===== src/rtl/router_pkg.sv =====
// Shared router constants and the checksum fold used by the register generator
// and by the router FIFO checks.
package router_pkg;

    localparam int CHK_XOR  = 0;
    localparam int CHK_SUM  = 1;
    localparam int CHK_MAXW = 32;

    // Callers zero-extend into CHK_MAXW and truncate the result back to their width.
    function automatic logic [CHK_MAXW-1:0] chk_fold(
        input logic [CHK_MAXW-1:0] acc,
        input logic [CHK_MAXW-1:0] b,
        input int                  mode
    );
        return (mode == CHK_SUM) ? (acc + b) : (acc ^ b);
    endfunction

endpackage


===== src/rtl/router_hold_buf.sv =====
// Small circular buffer that parks payload bytes while the selected output FIFO
// is full; pop_data always shows the oldest entry.
module router_hold_buf #(
    parameter int DW         = 8,
    parameter int HOLD_DEPTH = 2
) (
    input  logic          router_clock,
    input  logic          resetn,
    input  logic          clear,
    input  logic          push,
    input  logic [DW-1:0] push_data,
    input  logic          pop,
    output logic [DW-1:0] pop_data,
    output logic          full,
    output logic          empty
);

    localparam int PW = (HOLD_DEPTH > 1) ? $clog2(HOLD_DEPTH) : 1;
    localparam int CW = $clog2(HOLD_DEPTH + 1);

    logic [DW-1:0] mem_q [HOLD_DEPTH];
    logic [DW-1:0] mem_d [HOLD_DEPTH];
    logic [PW-1:0] wr_ptr_q, wr_ptr_d;
    logic [PW-1:0] rd_ptr_q, rd_ptr_d;
    logic [CW-1:0] count_q, count_d;
    logic          do_push, do_pop;

    function automatic logic [PW-1:0] ptr_next(input logic [PW-1:0] p);
        return (p == PW'(HOLD_DEPTH - 1)) ? '0 : (p + PW'(1));
    endfunction

    assign full     = (count_q == CW'(HOLD_DEPTH));
    assign empty    = (count_q == '0);
    assign pop_data = mem_q[rd_ptr_q];
    assign do_push  = push && !full;
    assign do_pop   = pop && !empty;

    always_comb begin
        mem_d    = mem_q;
        wr_ptr_d = wr_ptr_q;
        rd_ptr_d = rd_ptr_q;
        count_d  = count_q;
        if (clear) begin
            mem_d    = '{default: '0};
            wr_ptr_d = '0;
            rd_ptr_d = '0;
            count_d  = '0;
        end else begin
            if (do_push) begin
                mem_d[wr_ptr_q] = push_data;
                wr_ptr_d        = ptr_next(wr_ptr_q);
            end
            if (do_pop) begin
                rd_ptr_d = ptr_next(rd_ptr_q);
            end
            if (do_push && !do_pop) begin
                count_d = count_q + CW'(1);
            end else if (do_pop && !do_push) begin
                count_d = count_q - CW'(1);
            end
        end
    end

    always_ff @(posedge router_clock) begin
        if (!resetn) begin
            mem_q    <= '{default: '0};
            wr_ptr_q <= '0;
            rd_ptr_q <= '0;
            count_q  <= '0;
        end else begin
            mem_q    <= mem_d;
            wr_ptr_q <= wr_ptr_d;
            rd_ptr_q <= rd_ptr_d;
            count_q  <= count_d;
        end
    end

endmodule


===== src/rtl/router_reg_gen.sv =====
// Router register generator: header capture, byte steering to the output FIFO,
// running checksum against the trailing parity byte, and error accounting.
module router_reg_gen
    import router_pkg::*;
#(
    parameter int DW         = 8,
    parameter int NUM_CH     = 3,
    parameter int CHK_MODE   = 0,
    parameter int HOLD_DEPTH = 2,
    parameter int CNT_W      = 8
) (
    input  logic             router_clock,
    input  logic             resetn,
    input  logic             pkt_valid,
    input  logic [DW-1:0]    data_in,
    input  logic             fifo_full,
    input  logic             rst_int_reg,
    input  logic             detect_add,
    input  logic             ld_state,
    input  logic             lfd_state,
    input  logic             laf_state,
    input  logic             full_state,
    output logic [DW-1:0]    dout,
    output logic             dout_valid,
    output logic             parity_done,
    output logic             low_pkt_valid,
    output logic             err,
    output logic             addr_err,
    output logic             hold_ovf,
    output logic [CNT_W-1:0] err_count
);

    logic [DW-1:0]    hdr_q, hdr_d;
    logic [DW-1:0]    dout_q, dout_d;
    logic [DW-1:0]    chk_q, chk_d;
    logic [DW-1:0]    pkt_parity_q, pkt_parity_d;
    logic             dout_valid_q, dout_valid_d;
    logic             parity_done_q, parity_done_d;
    logic             low_pkt_valid_q, low_pkt_valid_d;
    logic             err_q, err_d;
    logic             addr_err_q, addr_err_d;
    logic             hold_ovf_q, hold_ovf_d;
    logic [CNT_W-1:0] err_count_q, err_count_d;

    logic             addr_ok, par_set;
    logic [DW-1:0]    buf_data;
    logic             buf_full, buf_empty;

    router_hold_buf #(
        .DW         (DW),
        .HOLD_DEPTH (HOLD_DEPTH)
    ) u_hold_buf (
        .router_clock (router_clock),
        .resetn       (resetn),
        .clear        (detect_add),
        .push         (ld_state && fifo_full),
        .push_data    (data_in),
        .pop          (laf_state),
        .pop_data     (buf_data),
        .full         (buf_full),
        .empty        (buf_empty)
    );

    assign addr_ok = int'(data_in[1:0]) < NUM_CH;
    // The second term recovers a parity byte that arrived while the FIFO was full.
    assign par_set = (ld_state && !pkt_valid && !fifo_full) ||
                     (laf_state && low_pkt_valid_q && !parity_done_q);

    always_comb begin
        hdr_d           = hdr_q;
        dout_d          = dout_q;
        dout_valid_d    = 1'b0;
        chk_d           = chk_q;
        pkt_parity_d    = pkt_parity_q;
        parity_done_d   = parity_done_q;
        low_pkt_valid_d = low_pkt_valid_q;
        addr_err_d      = 1'b0;
        hold_ovf_d      = hold_ovf_q;
        err_count_d     = err_count_q;

        if (detect_add && pkt_valid) begin
            if (addr_ok) begin
                hdr_d = data_in;
            end else begin
                addr_err_d = 1'b1;
            end
        end

        if (lfd_state) begin
            dout_d       = hdr_q;
            dout_valid_d = 1'b1;
        end else if (ld_state && !fifo_full) begin
            dout_d       = data_in;
            dout_valid_d = 1'b1;
        end else if (laf_state && !buf_empty) begin
            dout_d       = buf_data;
            dout_valid_d = 1'b1;
        end

        if (detect_add) begin
            hold_ovf_d = 1'b0;
        end else if (ld_state && fifo_full && buf_full) begin
            hold_ovf_d = 1'b1;
        end

        if (detect_add) begin
            chk_d = '0;
        end else if (lfd_state) begin
            chk_d = DW'(chk_fold(CHK_MAXW'(chk_q), CHK_MAXW'(hdr_q), CHK_MODE));
        end else if (ld_state && pkt_valid && !full_state) begin
            chk_d = DW'(chk_fold(CHK_MAXW'(chk_q), CHK_MAXW'(data_in), CHK_MODE));
        end

        if (par_set) begin
            pkt_parity_d  = data_in;
            parity_done_d = 1'b1;
        end else if (detect_add) begin
            pkt_parity_d  = '0;
            parity_done_d = 1'b0;
        end

        if (ld_state && !pkt_valid) begin
            low_pkt_valid_d = 1'b1;
        end else if (rst_int_reg) begin
            low_pkt_valid_d = 1'b0;
        end

        err_d = parity_done_q && (pkt_parity_q != chk_q);
        if (err_d && !err_q && (err_count_q != '1)) begin
            err_count_d = err_count_q + CNT_W'(1);
        end
    end

    always_ff @(posedge router_clock) begin
        if (!resetn) begin
            hdr_q           <= '0;
            dout_q          <= '0;
            dout_valid_q    <= 1'b0;
            chk_q           <= '0;
            pkt_parity_q    <= '0;
            parity_done_q   <= 1'b0;
            low_pkt_valid_q <= 1'b0;
            err_q           <= 1'b0;
            addr_err_q      <= 1'b0;
            hold_ovf_q      <= 1'b0;
            err_count_q     <= '0;
        end else begin
            hdr_q           <= hdr_d;
            dout_q          <= dout_d;
            dout_valid_q    <= dout_valid_d;
            chk_q           <= chk_d;
            pkt_parity_q    <= pkt_parity_d;
            parity_done_q   <= parity_done_d;
            low_pkt_valid_q <= low_pkt_valid_d;
            err_q           <= err_d;
            addr_err_q      <= addr_err_d;
            hold_ovf_q      <= hold_ovf_d;
            err_count_q     <= err_count_d;
        end
    end

    assign dout          = dout_q;
    assign dout_valid    = dout_valid_q;
    assign parity_done   = parity_done_q;
    assign low_pkt_valid = low_pkt_valid_q;
    assign err           = err_q;
    assign addr_err      = addr_err_q;
    assign hold_ovf      = hold_ovf_q;
    assign err_count     = err_count_q;

endmodule


===== config.mk =====
export PLATFORM = sky130hd
export DESIGN_NAME = router_reg_gen
export DESIGN_NICKNAME = d
export VERILOG_FILES = /design/src/rtl/router_pkg.sv /design/src/rtl/router_hold_buf.sv /design/src/rtl/router_reg_gen.sv
export SDC_FILE = /design/constraint.sdc
export NUM_CORES = 1
export LEC_CHECK = 0
export BUFFER_PORTS_ARGS = -buffer_cell sky130_fd_sc_hd__buf_2
export CORE_MARGIN = 2
export CORE_UTILIZATION = 58
export CTS_BUF_LIST = sky130_fd_sc_hd__clkbuf_4
export CTS_CLUSTER_DIAMETER = 50
export DETAILED_ROUTE_END_ITERATION = 10
export PLACE_DENSITY = 0.81
export SETUP_SLACK_MARGIN = 0.3
export SYNTH_ARGS = -nofsm -noshare
export SYNTH_HDL_FRONTEND = slang
export SYNTH_SLANG_ARGS = --single-unit

===== constraint.sdc =====
create_clock -name router_clock -period 2.3 [get_ports router_clock]
set_input_delay 0.23 -clock router_clock [delete_from_list [all_inputs] [get_ports router_clock]]
set_output_delay 0.23 -clock router_clock [all_outputs]
set_load 0.005 [all_outputs]

==> impl_metrics.ini <==
[drt]
drtAntennaViolNets = 0
wl_per_cell_um = 14.0
drt-total-wl_um = 5950
vias_per_cell = 5.39
drc = 0
drt_pass1_iterations = 4
drt_first_iter_violations = 112
routed-via-count = 2290

[clocking]
cts_setup_buffers = 0
htree_num_levels = 3
postCtsHoldBufs = 0
post_cts_resized = 0
clock-root-buffer = clkbuf_4
worstSkewPairLatency_ns = 0.41
numCtsBuffers = 9
clkSlewWorstSetupHoldPaths_ns = 0.10
cts_tree = yes
cts_buffer_depth = 2
clock_sinks = 66

[critical_path]
r2r_cells = 5
crit_required_ns = 2.64
start_kind = flop
path_max_fanout = 4
worst-r2r-setup-slack_ns = 0.67
worstSetupPathType = flop to flop
r2r_start = u_hold_buf.count_q[1]
r2r_end = u_hold_buf.count_q[1]
worst_setup_path_end_kind = flop
worstPathArrival_ns = 1.98

[global_routing]
grt_pass1_wl_um = 9570
grt_pass1_vias = 2129
grt_antenna_before_repair = 0
grt_max_degree = 31
grt_util_all_layers_pct = 23.3
overflow = 0

[logic_synthesis]
netlist_top_cells_count = dfxtp_1, nor2_1, mux2i_1, a21oi_1, nand2_1
syn_nets = 337
synth_top_cell_by_area = dfxtp_1
yosysMostFrequentCell = dfxtp_1
netlist.area_leader.share_pct = 46.2
synth.yosys.warnings = 0
synthCells = 317
seq_area_frac_synth_pct = 46.2
async_flop_share_pct = 0
synthFlopType = dfxtp_1
ys_seq_elements = 66
syn_area_um2 = 2860
syn_area_per_cell_um2 = 9.03
synth_area_leaders = dfxtp_1, mux2i_1, nor2_1, a21oi_1, xor2_1
synth_edf_count = 0
synth_cell_types = 37

[finish]
diodes = 0
nNetsFinal = 373
fillers = 414
drive_above_1_share_pct = 17.9
fin_cells = 425
area_delta_synth_final_pct = 12.7
design_area_um2 = 3230

[sta]
slew_headroom_pct = 63.3
max_freq_mhz = 612
hold_viol = 0
fin_skew_ns = 0.0127
post-route-period-util_pct = 71.1
worstMarginPinSlew_ns = 0.549
slew_viol_final = 0
final.setup.tns_ns = 0
rsz0062_at_grt = no
setup_viol = 0
post-route-worst-setup-slack_ns = 0.665
min_period_ns = 1.63

[placed_design]
numPortBuffers = 39
place_inst = 409
postPlaceCellArea_um2 = 3100
place_hpwl_um = 4370
place_ws_ns = 0.677
routabilityCongestion = 0.764

[floorplan]
core_um2 = 4750
fp-row-count = 25
io_pins = 40
dieArea_um2 = 5510
fp.dieW_um = 74.2
initial_core_util_pct = 60.2
dieHeight_um = 74.2

[min_path]
hold_path_end = hold_ovf
holdCritStartpoint = fifo_full
whs_path_depth = 3
hp-class = input port to flop

[run_status]
status = completed

[power]
leakage_uw = 0.00126
ir_drop_v = 0.000459
p_per_area_nw_per_um2 = 675

[flow_run]
maxCapViolCount = 0
[flip-flops by register name, summed over array words and instances, names as in the netlist]
register / flops
u_hold_buf.wr_ptr_q: 1
hdr_q: 8
parity_done: 1
chk_q: 8
dout_valid: 1
u_hold_buf.rd_ptr_q: 1
err: 1
dout: 8
u_hold_buf.count_q: 2
hold_ovf: 1
u_hold_buf.mem_q: 16
addr_err: 1
err_count: 8
low_pkt_valid: 1
pkt_parity_q: 8
[cell type report]
cell class	instances	area (um2)	area share [%]
repair buffers	45	240	7.45
flip-flops and latches	66	1320	41.0
inverters	3	11.3	0.349
clock inverters	7	60.1	1.86
clock buffers	9	67.6	2.09
well taps	67	83.8	2.60
multi-input cells	228	1440	44.7
[worst max-delay path, stage by stage, from the launching register on]
cell,delay (ns)
dfxtp_1,0.39
nor2b_2,0.26
nor2_1,0.10
ha_1,0.32
or3_1,0.38
a21oi_1,0.13
[per-layer routing]
layer | track usage, % | wire length [um] | up-vias | share of wire, %
met5 | 0 | 0 | - | 0
met4 | 10.5 | 82 | 0 | 1.4
met1 | 26.8 | 2610 | 1057 | 44
li1 | - | - | 1182 | -
met2 | 40.4 | 3050 | 45 | 51
met3 | 6.64 | 207 | 6 | 3.5
[cell families (layout without fill, tap and decap cells)]
group | after synthesis | after routing | synth area share, %
AOI/OAI and AO/OA | 69 | 69 | 15.4
xor gates and xnor gates | 20 | 20 | 6.12
adders and majority gates | 2 | 2 | 0.874
buffers and inverters | 23 | 64 | 3.45
DFF | 66 | 66 | 46.2
muxes | 28 | 28 | 9.79
and+or+nand+nor | 109 | 109 | 18.2
[worst max-delay path by stage]
| stage | start | to | slack (ns) | cells past startpoint |
|---|---|---|---|---|
| 2_1_floorplan | u_hold_buf.count_q[1] | u_hold_buf.count_q[1] | 0.63 | 6 |
| 3_3_place_gp | err_count[0] | err_count[0] | 0.74 | 5 |
| 3_5_place_dp | u_hold_buf.count_q[1] | u_hold_buf.count_q[1] | 0.68 | 5 |
| 4_1_cts | u_hold_buf.count_q[1] | u_hold_buf.count_q[1] | 0.65 | 5 |
| 5_1_grt | u_hold_buf.count_q[1] | u_hold_buf.count_q[1] | 0.53 | 5 |
| 6_report | u_hold_buf.count_q[1] | u_hold_buf.count_q[1] | 0.67 | 5 |
[cells in the final DEF, fill, tap and decap left out, drive strengths merged, types with 2 or more instances in the layout]
master   n
a21o     2
dfxtp   66
a22oi    8
nand2   20
inv      3
and2     2
a21oi   26
nor3     7
xor2    11
nor2    45
xnor2    9
nor2b    2
o21ai   13
clkinv   5
buf     45
ha       2
nand3b   2
a211oi   9
nand4    4
nand2b   9
mux2i   28
a22o     8
clkbuf   9
nand3   12
[report_power, final]
group / total [uW] / switching [uW] / leakage (uW) / internal (uW)
Combinational: 234 / 138 / 0.000657 / 95.9
Clock: 733 / 414 / 0.0000706 / 319
Sequential: 1210 / 28.4 / 0.000536 / 1180
Total: 2180 / 581 / 0.00126 / 1600
[stage by stage]
stage                     hold WS (ns)  utilization (%)  total power [uW]
final                           0.0889             67.8              2180
after detailed placement         0.450             65.2              1470
after global routing            0.0775             67.8              2270
after floorplan                  0.356                -              1390
after global placement           0.442             65.2              1460
after CTS                       0.0753             67.8              2200
Note: power is estimated with default switching activity, not from simulation.
